### config.mk
export PLATFORM = sky130hd
export DESIGN_NAME = alu_execute_unit
export DESIGN_NICKNAME = d
export VERILOG_FILES = /design/src/rtl/alu_execute_unit.sv
export SDC_FILE = /design/constraint.sdc
export NUM_CORES = 1
export LEC_CHECK = 0
export ABC_AREA = 1
export BUFFER_PORTS_ARGS = -buffer_cell sky130_fd_sc_hd__buf_2
export CAP_MARGIN = 30
export CELL_PAD_IN_SITES_DETAIL_PLACEMENT = 1
export CELL_PAD_IN_SITES_GLOBAL_PLACEMENT = 1
export CORE_ASPECT_RATIO = 2
export CORE_UTILIZATION = 44
export DETAILED_ROUTE_END_ITERATION = 12
export GPL_TIMING_DRIVEN = 0
export HOLD_SLACK_MARGIN = 0.15
export PLACE_DENSITY_LB_ADDON = 0.1
export SYNTH_ARGS = -nofsm -noshare
export SYNTH_HDL_FRONTEND = slang
export SYNTH_SLANG_ARGS = --single-unit
### constraint.sdc
create_clock -name clk -period 3.8 [get_ports clk]
set_clock_uncertainty 0.2 [all_clocks]
set_input_delay 0.38 -clock clk [delete_from_list [all_inputs] [get_ports clk]]
set_output_delay 0.38 -clock clk [all_outputs]
set_load 0.02 [all_outputs]
### src/rtl/alu_execute_unit.sv
// Multi-cycle ALU execute stage: latches operands on start, runs single-cycle ops or an
// iterative shift-add multiply, then pulses a register-file writeback.
module alu_execute_unit #(
    parameter int unsigned DATA_W = 24,
    parameter int unsigned ADDR_W = 5
) (
    input  logic              clk,
    input  logic              rst_n,
    input  logic              start,
    input  logic [3:0]        op,
    input  logic [DATA_W-1:0] data_reg_1,
    input  logic [DATA_W-1:0] data_reg_2,
    input  logic [ADDR_W-1:0] dest_reg,
    output logic              busy,
    output logic              done,
    output logic              err,
    output logic              reg_write,
    output logic [ADDR_W-1:0] write_reg,
    output logic [DATA_W-1:0] write_data,
    output logic              zero
);

    localparam int unsigned CNT_W = (DATA_W > 1) ? $clog2(DATA_W) : 1;
    localparam logic [CNT_W-1:0] CNT_LAST = CNT_W'(DATA_W - 1);

    localparam logic [3:0] OP_ADD   = 4'd0;
    localparam logic [3:0] OP_SUB   = 4'd1;
    localparam logic [3:0] OP_AND   = 4'd2;
    localparam logic [3:0] OP_OR    = 4'd3;
    localparam logic [3:0] OP_XOR   = 4'd4;
    localparam logic [3:0] OP_SLT   = 4'd5;
    localparam logic [3:0] OP_SLL   = 4'd6;
    localparam logic [3:0] OP_SRL   = 4'd7;
    localparam logic [3:0] OP_MUL   = 4'd8;
    localparam logic [3:0] OP_PASSB = 4'd9;

    typedef enum logic [1:0] {StIdle, StExec, StMul, StWb} state_e;

    state_e            state_q;
    logic [DATA_W-1:0] a_q;
    logic [DATA_W-1:0] b_q;
    logic [DATA_W-1:0] acc_q;
    logic [3:0]        op_q;
    logic [ADDR_W-1:0] dest_q;
    logic [CNT_W-1:0]  cnt_q;

    logic [DATA_W-1:0] alu_res;
    logic [DATA_W-1:0] mul_step;
    logic [4:0]        shamt;
    logic              op_illegal;

    always_comb begin
        shamt      = b_q[4:0];
        op_illegal = (op_q > OP_PASSB);
        // During MUL, a_q is the left-shifting multiplicand and b_q the right-shifting multiplier.
        mul_step   = acc_q + (b_q[0] ? a_q : '0);
    end

    always_comb begin
        alu_res = '0;
        case (op_q)
            OP_ADD:   alu_res = a_q + b_q;
            OP_SUB:   alu_res = a_q - b_q;
            OP_AND:   alu_res = a_q & b_q;
            OP_OR:    alu_res = a_q | b_q;
            OP_XOR:   alu_res = a_q ^ b_q;
            OP_SLT:   alu_res[0] = ($signed(a_q) < $signed(b_q));
            OP_SLL:   alu_res = (32'(shamt) >= DATA_W) ? '0 : (a_q << shamt);
            OP_SRL:   alu_res = (32'(shamt) >= DATA_W) ? '0 : (a_q >> shamt);
            OP_PASSB: alu_res = b_q;
            default:  alu_res = '0;
        endcase
    end

    always_ff @(posedge clk or negedge rst_n) begin
        if (!rst_n) begin
            state_q    <= StIdle;
            a_q        <= '0;
            b_q        <= '0;
            acc_q      <= '0;
            op_q       <= '0;
            dest_q     <= '0;
            cnt_q      <= '0;
            busy       <= 1'b0;
            done       <= 1'b0;
            err        <= 1'b0;
            reg_write  <= 1'b0;
            write_reg  <= '0;
            write_data <= '0;
            zero       <= 1'b0;
        end else begin
            case (state_q)
                StIdle: begin
                    if (start) begin
                        a_q     <= data_reg_1;
                        b_q     <= data_reg_2;
                        op_q    <= op;
                        dest_q  <= dest_reg;
                        acc_q   <= '0;
                        cnt_q   <= '0;
                        busy    <= 1'b1;
                        state_q <= (op == OP_MUL) ? StMul : StExec;
                    end
                end
                StExec: begin
                    state_q   <= StWb;
                    done      <= 1'b1;
                    write_reg <= dest_q;
                    if (op_illegal) begin
                        err        <= 1'b1;
                        write_data <= '0;
                    end else begin
                        reg_write  <= 1'b1;
                        write_data <= alu_res;
                        zero       <= (alu_res == '0);
                    end
                end
                StMul: begin
                    acc_q <= mul_step;
                    a_q   <= a_q << 1;
                    b_q   <= b_q >> 1;
                    cnt_q <= cnt_q + 1'b1;
                    if (cnt_q == CNT_LAST) begin
                        state_q    <= StWb;
                        done       <= 1'b1;
                        reg_write  <= 1'b1;
                        write_reg  <= dest_q;
                        write_data <= mul_step;
                        zero       <= (mul_step == '0);
                    end
                end
                StWb: begin
                    state_q   <= StIdle;
                    busy      <= 1'b0;
                    done      <= 1'b0;
                    err       <= 1'b0;
                    reg_write <= 1'b0;
                end
                default: state_q <= StIdle;
            endcase
        end
    end

endmodule
==> reports/results.txt, run 1 <==
Top-level I/O count: 94. The maximum number of pins on one net before global-route repair was 76. Summed over all layers, the global routing overflow is 37.

The run stopped with a tool error. For this run, the leading register cell type out of synthesis is dfrtp_1. The synthesized instance count is 2334. Clock root buffer: clkbuf_16.

The share of synthesized area in the top cell type comes to 21.9%. Number of global-route vias before repair: 22500. The Yosys step of the flow raised 0 warnings. The tool reported: "[ERROR GRT-0116] Global routing finished with congestion. Check the congestion regions in the DRC Viewer".

The cell area that synthesis handed to floorplanning was 13900 µm². The width of the die was 128 µm; the maximum count of clock buffers along a single path was 2. The post-place setup slack is -0.740 ns, and the async set-or-reset flop fraction in the synthesized netlist is 100%.

Synthesis inferred 122 register bits. The number of sinks handled by clock tree synthesis was 122. Global routing used 66.7% of the available tracks across all layers.

The final weighted congestion in routability-driven placement is 1.09. The cell accounting for the most synthesized area was dfrtp_1. It got as far as global routing and failed there. The total CTS buffers is 17. The number of nets in the synthesized netlist is 2501. The tools report the HPWL after detailed placement as 67.0 mm.

During placement, the flow inserted port buffers numbering 93. The die boundary height came out at 253 µm. The sequential area share after synthesis came out at 21.9%. Synthesis instantiated 44 different standard cells from the library. The run gives 15000 µm² as the total placed instance area. The number of flops mapped to enable cells by yosys is 0.

The number of rows in the core area was 91; the initial core utilization was 44.9%. The total number of H-tree levels was 4; the mean post-synth cell area was 5.96 µm². The first global-routing pass estimated 157 mm of wire.

In the post-synthesis netlist, the biggest area contributors are dfrtp_1 (22%), nand2_1 (19%), nand3_1 (12%), ha_1 (9.4%), inv_1 (7.4%).
routing by layer:
layer | GRT overflow | GRT usage, %
met5 | 0 | 5.56
met4 | 12 | 76.2
met3 | 1 | 39.9
met2 | 24 | 93.6
met1 | 0 | 62.0
cells in the mapped netlist (2+ instances only):
master,number
nand2_1,709
a211o_1,2
o31ai_1,3
nand3_2,7
o21ai_0,137
a21o_1,3
clkbuf_1,45
dfrtp_1,122
nand3_1,327
xnor2_1,7
o211ai_1,51
o21ai_1,3
ha_1,104
a21oi_1,115
nand2_4,4
xor2_1,12
nand4_1,35
nor4_1,5
buf_4,6
fa_1,3
nand3b_1,2
nor3_1,15
a31oi_1,20
o21bai_1,5
a211oi_1,2
o21a_1,5
or2_2,8
buf_2,47
inv_1,275
and3_1,2
buf_1,9
o22ai_1,33
inv_2,4
buf_6,2
and2_1,2
nor2_1,195
timing repair:
item,in CTS
endpoints found under the setup margin,13
gates resized for setup,32
setup buffers,3
pin swaps,1
hold endpoints to repair,129
hold buffers,59
per-stage QoR:
step,hold slack [ns],std cells
2_1_floorplan,-0.116,2334
3_3_place_gp,0.253,2845
3_5_place_dp,0.156,2847
4_1_cts,0.234,2938
logic make-up after synthesis:
group / share of synthesized area, %
xor gates and xnor gates: 1.20
AOI/OAI and AO/OA: 15.7
buffers and inverters: 11.3
and+or+nand+nor: 40.1
adders and majority gates: 9.78
DFF: 21.9
==> run 2: changes to the inputs <==
==> config.mk (replaced) <==
export PLATFORM = sky130hd
export DESIGN_NAME = alu_execute_unit
export DESIGN_NICKNAME = d
export VERILOG_FILES = /design/src/rtl/alu_execute_unit.sv
export SDC_FILE = /design/constraint.sdc
export NUM_CORES = 1
export LEC_CHECK = 0
export ABC_AREA = 1
export BUFFER_PORTS_ARGS = -buffer_cell sky130_fd_sc_hd__buf_2
export CAP_MARGIN = 30
export CORE_UTILIZATION = 30
export DETAILED_ROUTE_END_ITERATION = 12
export GPL_TIMING_DRIVEN = 0
export PLACE_DENSITY_LB_ADDON = 0.15
export SYNTH_ARGS = -nofsm -noshare
export SYNTH_HDL_FRONTEND = slang
export SYNTH_SLANG_ARGS = --single-unit
==> reports/results.txt, run 2 <==
After synthesis, the cell types taking the most area are dfrtp_1 (22%), nand2_1 (19%), nand3_1 (12%), ha_1 (9.4%), inv_1 (7.4%). Entering global routing, the biggest net connects 63 pins. The run finished with clean final reports. The HPWL after detailed placement came out at 63.0 mm (-6.0%).

For the final weighted congestion in routability-driven placement, the log shows 0.967 (-11%). The tool flagged a number of max-cap violations equal to 0. Relative to the synthesized area, the layout overhead comes to 19.6%. Post-synthesis register bit count: 122 (unchanged). Dividing the detail-routed wire length by the instance count gives 24.6 µm. The first routing iteration left 1902 violations. The final instance count without filler cells was 3122; the total CTS buffers was 17 (unchanged).

The post-place setup slack was -0.952 ns (-0.213 ns); the overall global routing resource usage was 32.7%. The commonest cells after synthesis are nand2_1 (709), nand3_1 (327), inv_1 (275), nor2_1 (195), o21ai_0 (137). For the global-route congestion overflow total, the log shows 0.

The run gives 3.87 ns as the arrival time reported for the critical path endpoint. The run gives 2 (unchanged) as the maximum count of clock buffers along a single path. The sequential area share after synthesis is 21.9% (unchanged). For this run, the detailed router's first-pass iteration total came to 5.

The number of flops mapped to enable cells by yosys came out at 0 (unchanged). The total number of H-tree levels was 4 (unchanged). The proportion of netlist area held by the largest area contributor was 21.9% (unchanged).

In this run the worst path has a maximum fanout of 11. Data on the critical path is required at its endpoint by 4.03 ns. Hold timing on the final database bottoms out at a slack of 0.0302 ns.

The worst path uses 95.8% of the clock period. Count of nets left with antenna violations after detail routing: 0. met1 is the most crowded layer. The mean post-synth cell area was 5.96 µm² (unchanged). The number of rows in the core area was 78 (-14%). In the layout the commonest cells are nand2_1 (689), nand3_1 (324), inv_1 (273). The number of input and output port buffers inserted is 93 (unchanged), and the wire length of the first global-routing pass is 110 mm. The top-level I/O count was 94 (unchanged); the fraction of met2 tracks used by global routing was 44.6%. Total die area: 47200 µm².

Setup violations remaining at the end of the flow were counted as 0. The tools report the clock insertion delay at the later pin of the skew report as 0.50 ns. The post-route netlist has 10.9% of its cells at a drive strength greater than 1. The class of the tightest hold or removal check was in2reg. The synthesized instance count was 2334 (unchanged); the number of global-route vias before repair was 15900. The tools report the type of element launching the critical path as a flip-flop.

The cell sitting at the root of the clock tree is a clkbuf_16. The number of sinks handled by clock tree synthesis was 122 (unchanged); the DRC violation count after routing was 0. Clock-pin slew was measured on the worst setup and hold paths at 0.07 ns. At the pin with the least slew margin, the transition time is 1.02 ns. The core region is 45600 µm². STA classifies the critical path endpoint as a flip-flop.

TritonCTS built the clock tree. The initial core utilization came out at 30.5% (-14 points). The logs give 2501 (unchanged) for the number of nets produced by synthesis and 31.7% for the headroom to the max-slew limit. The number of placed instances, taps included came out at 3028 (+6.4%). The register-to-register path setup slack was 0.16 ns. The total standard cell area after synthesis is 13900 µm² (unchanged), and the initial antenna violation count is 2. The logs give 0 (unchanged) for the count of yosys warnings during synthesis and 0 for the number of endpoints with negative hold slack in the final report. Leaving out fill and tap cells, the most frequent cell in the layout is nand2_1. Static timing analysis puts the maximum clock frequency at 275 MHz. Net count reported at finish: 2675.

The die boundary height came out at 217 µm (-14%). Minimum clock period: 3.64 ns. The global-route track usage on met1 is 47.9%, and the async set-or-reset flop fraction in the synthesized netlist is 100% (unchanged). The tools report the number of library cell types mapped by synthesis as 44 (unchanged). For this block, the routed nets add up to 76.7 mm of wire.

dfrtp_1 takes more of the synthesized area than any other cell. The final worst setup slack is 0.161 ns. Startpoint-to-endpoint class of the critical path: reg2reg.

The width of the die is 217 µm (+70%), and the setup TNS is 0 ns. Yosys instantiated no cell more often than nand2_1. The number of vias in the routed layout is 16900. In the global route stage, met3 resource usage came out at 9.29%.

The number of slew-limit violations in the final report was 0; the vias per cell was 5.43. Among all flip-flop cells after synthesis, the most frequent one is dfrtp_1.
[run 2: cell counts after synthesis]
No cell type changed its count.
[run 2: timing repair]
| item | 4_1_cts | 5_1_grt |
|---|---|---|
| buffers inserted | 3 | 4 |
| endpoints found under the hold margin | 118 | 0 |
| hold buffers | 57 | 0 |
| pin swaps | 1 | 1 |
| endpoints found under the setup margin | 15 | 2 |
| gates resized for setup | 29 | 56 |
[run 2: worst paths after layout]
kind                                 from  depth (start not counted)      endpoint
min in group asynchronous           rst_n                          2     dest_q[0]
min reg2reg                     dest_q[3]                          2  write_reg[3]
max reg2reg                        b_q[4]                         21          zero
max in group asynchronous           rst_n                          3        b_q[4]
max                                b_q[4]                         21          zero
min                        data_reg_1[23]                          3       a_q[23]
[run 2: routing by layer]
metal / part of all wire (%) / wire (µm) / vias to the layer above
met5: 0 / 0 / -
met4: 3.1 / 2370 / 0
met1: 48 / 36800 / 8145
met3: 9.7 / 7480 / 89
met2: 39 / 30000 / 688
li1: - / - / 8020
[run 2: stage by stage]
stage	utilization, %	area [µm²]
floorplan	-	13900
global placement	33.2	15100
detailed placement	33.3	15200
CTS	36.0	16400
global route	36.5	16600
finish	36.5	16600
[run 2: cells by family (layout without fill, tap and decap cells)]
kind of cell,Yosys count,count (layout),share of synthesized area [%]
DFF,122,122,21.9
other,0,1,0
and+or+nand+nor,1314,1314,40.1
adders and majority gates,107,107,9.78
xor gates and xnor gates,19,19,1.20
AOI/OAI and AO/OA,383,383,15.7
buffers and inverters,389,576,11.3
[run 2: critical path, stage by stage, from the launching register on]
cell	delay [ns]
dfrtp_2	0.48
inv_1	0.08
buf_4	0.19
buf_6	0.18
ha_1	0.28
clkbuf_4	0.20
nand2_1	0.12
nor2_2	0.20
nand3_1	0.13
nand2_2	0.15
a21oi_1	0.07
o21ai_0	0.10
nand2_1	0.08
nor2_2	0.22
nand2_1	0.17
nor2_1	0.14
nand2_1	0.11
nor2_1	0.14
nand4_1	0.13
nand2_2	0.11
nand2_1	0.05
nand2_1	0.05
[run 2: cell type report]
| class | count | area [µm²] |
|---|---|---|
| timing repair buffer | 158 | 1120 |
| buffer | 107 | 552 |
| clock buffer | 17 | 425 |
| multi-input combinational | 1823 | 9500 |
| clock inverter | 15 | 174 |
| sequential | 122 | 3060 |
| inverter | 279 | 1050 |
| antenna | 1 | 2.50 |
| fill | 5126 | 28900 |
| tap | 600 | 751 |
Power of run 2 is not shown: default switching activity piles up to over one toggle a cycle in this logic, so the estimate is an artifact.
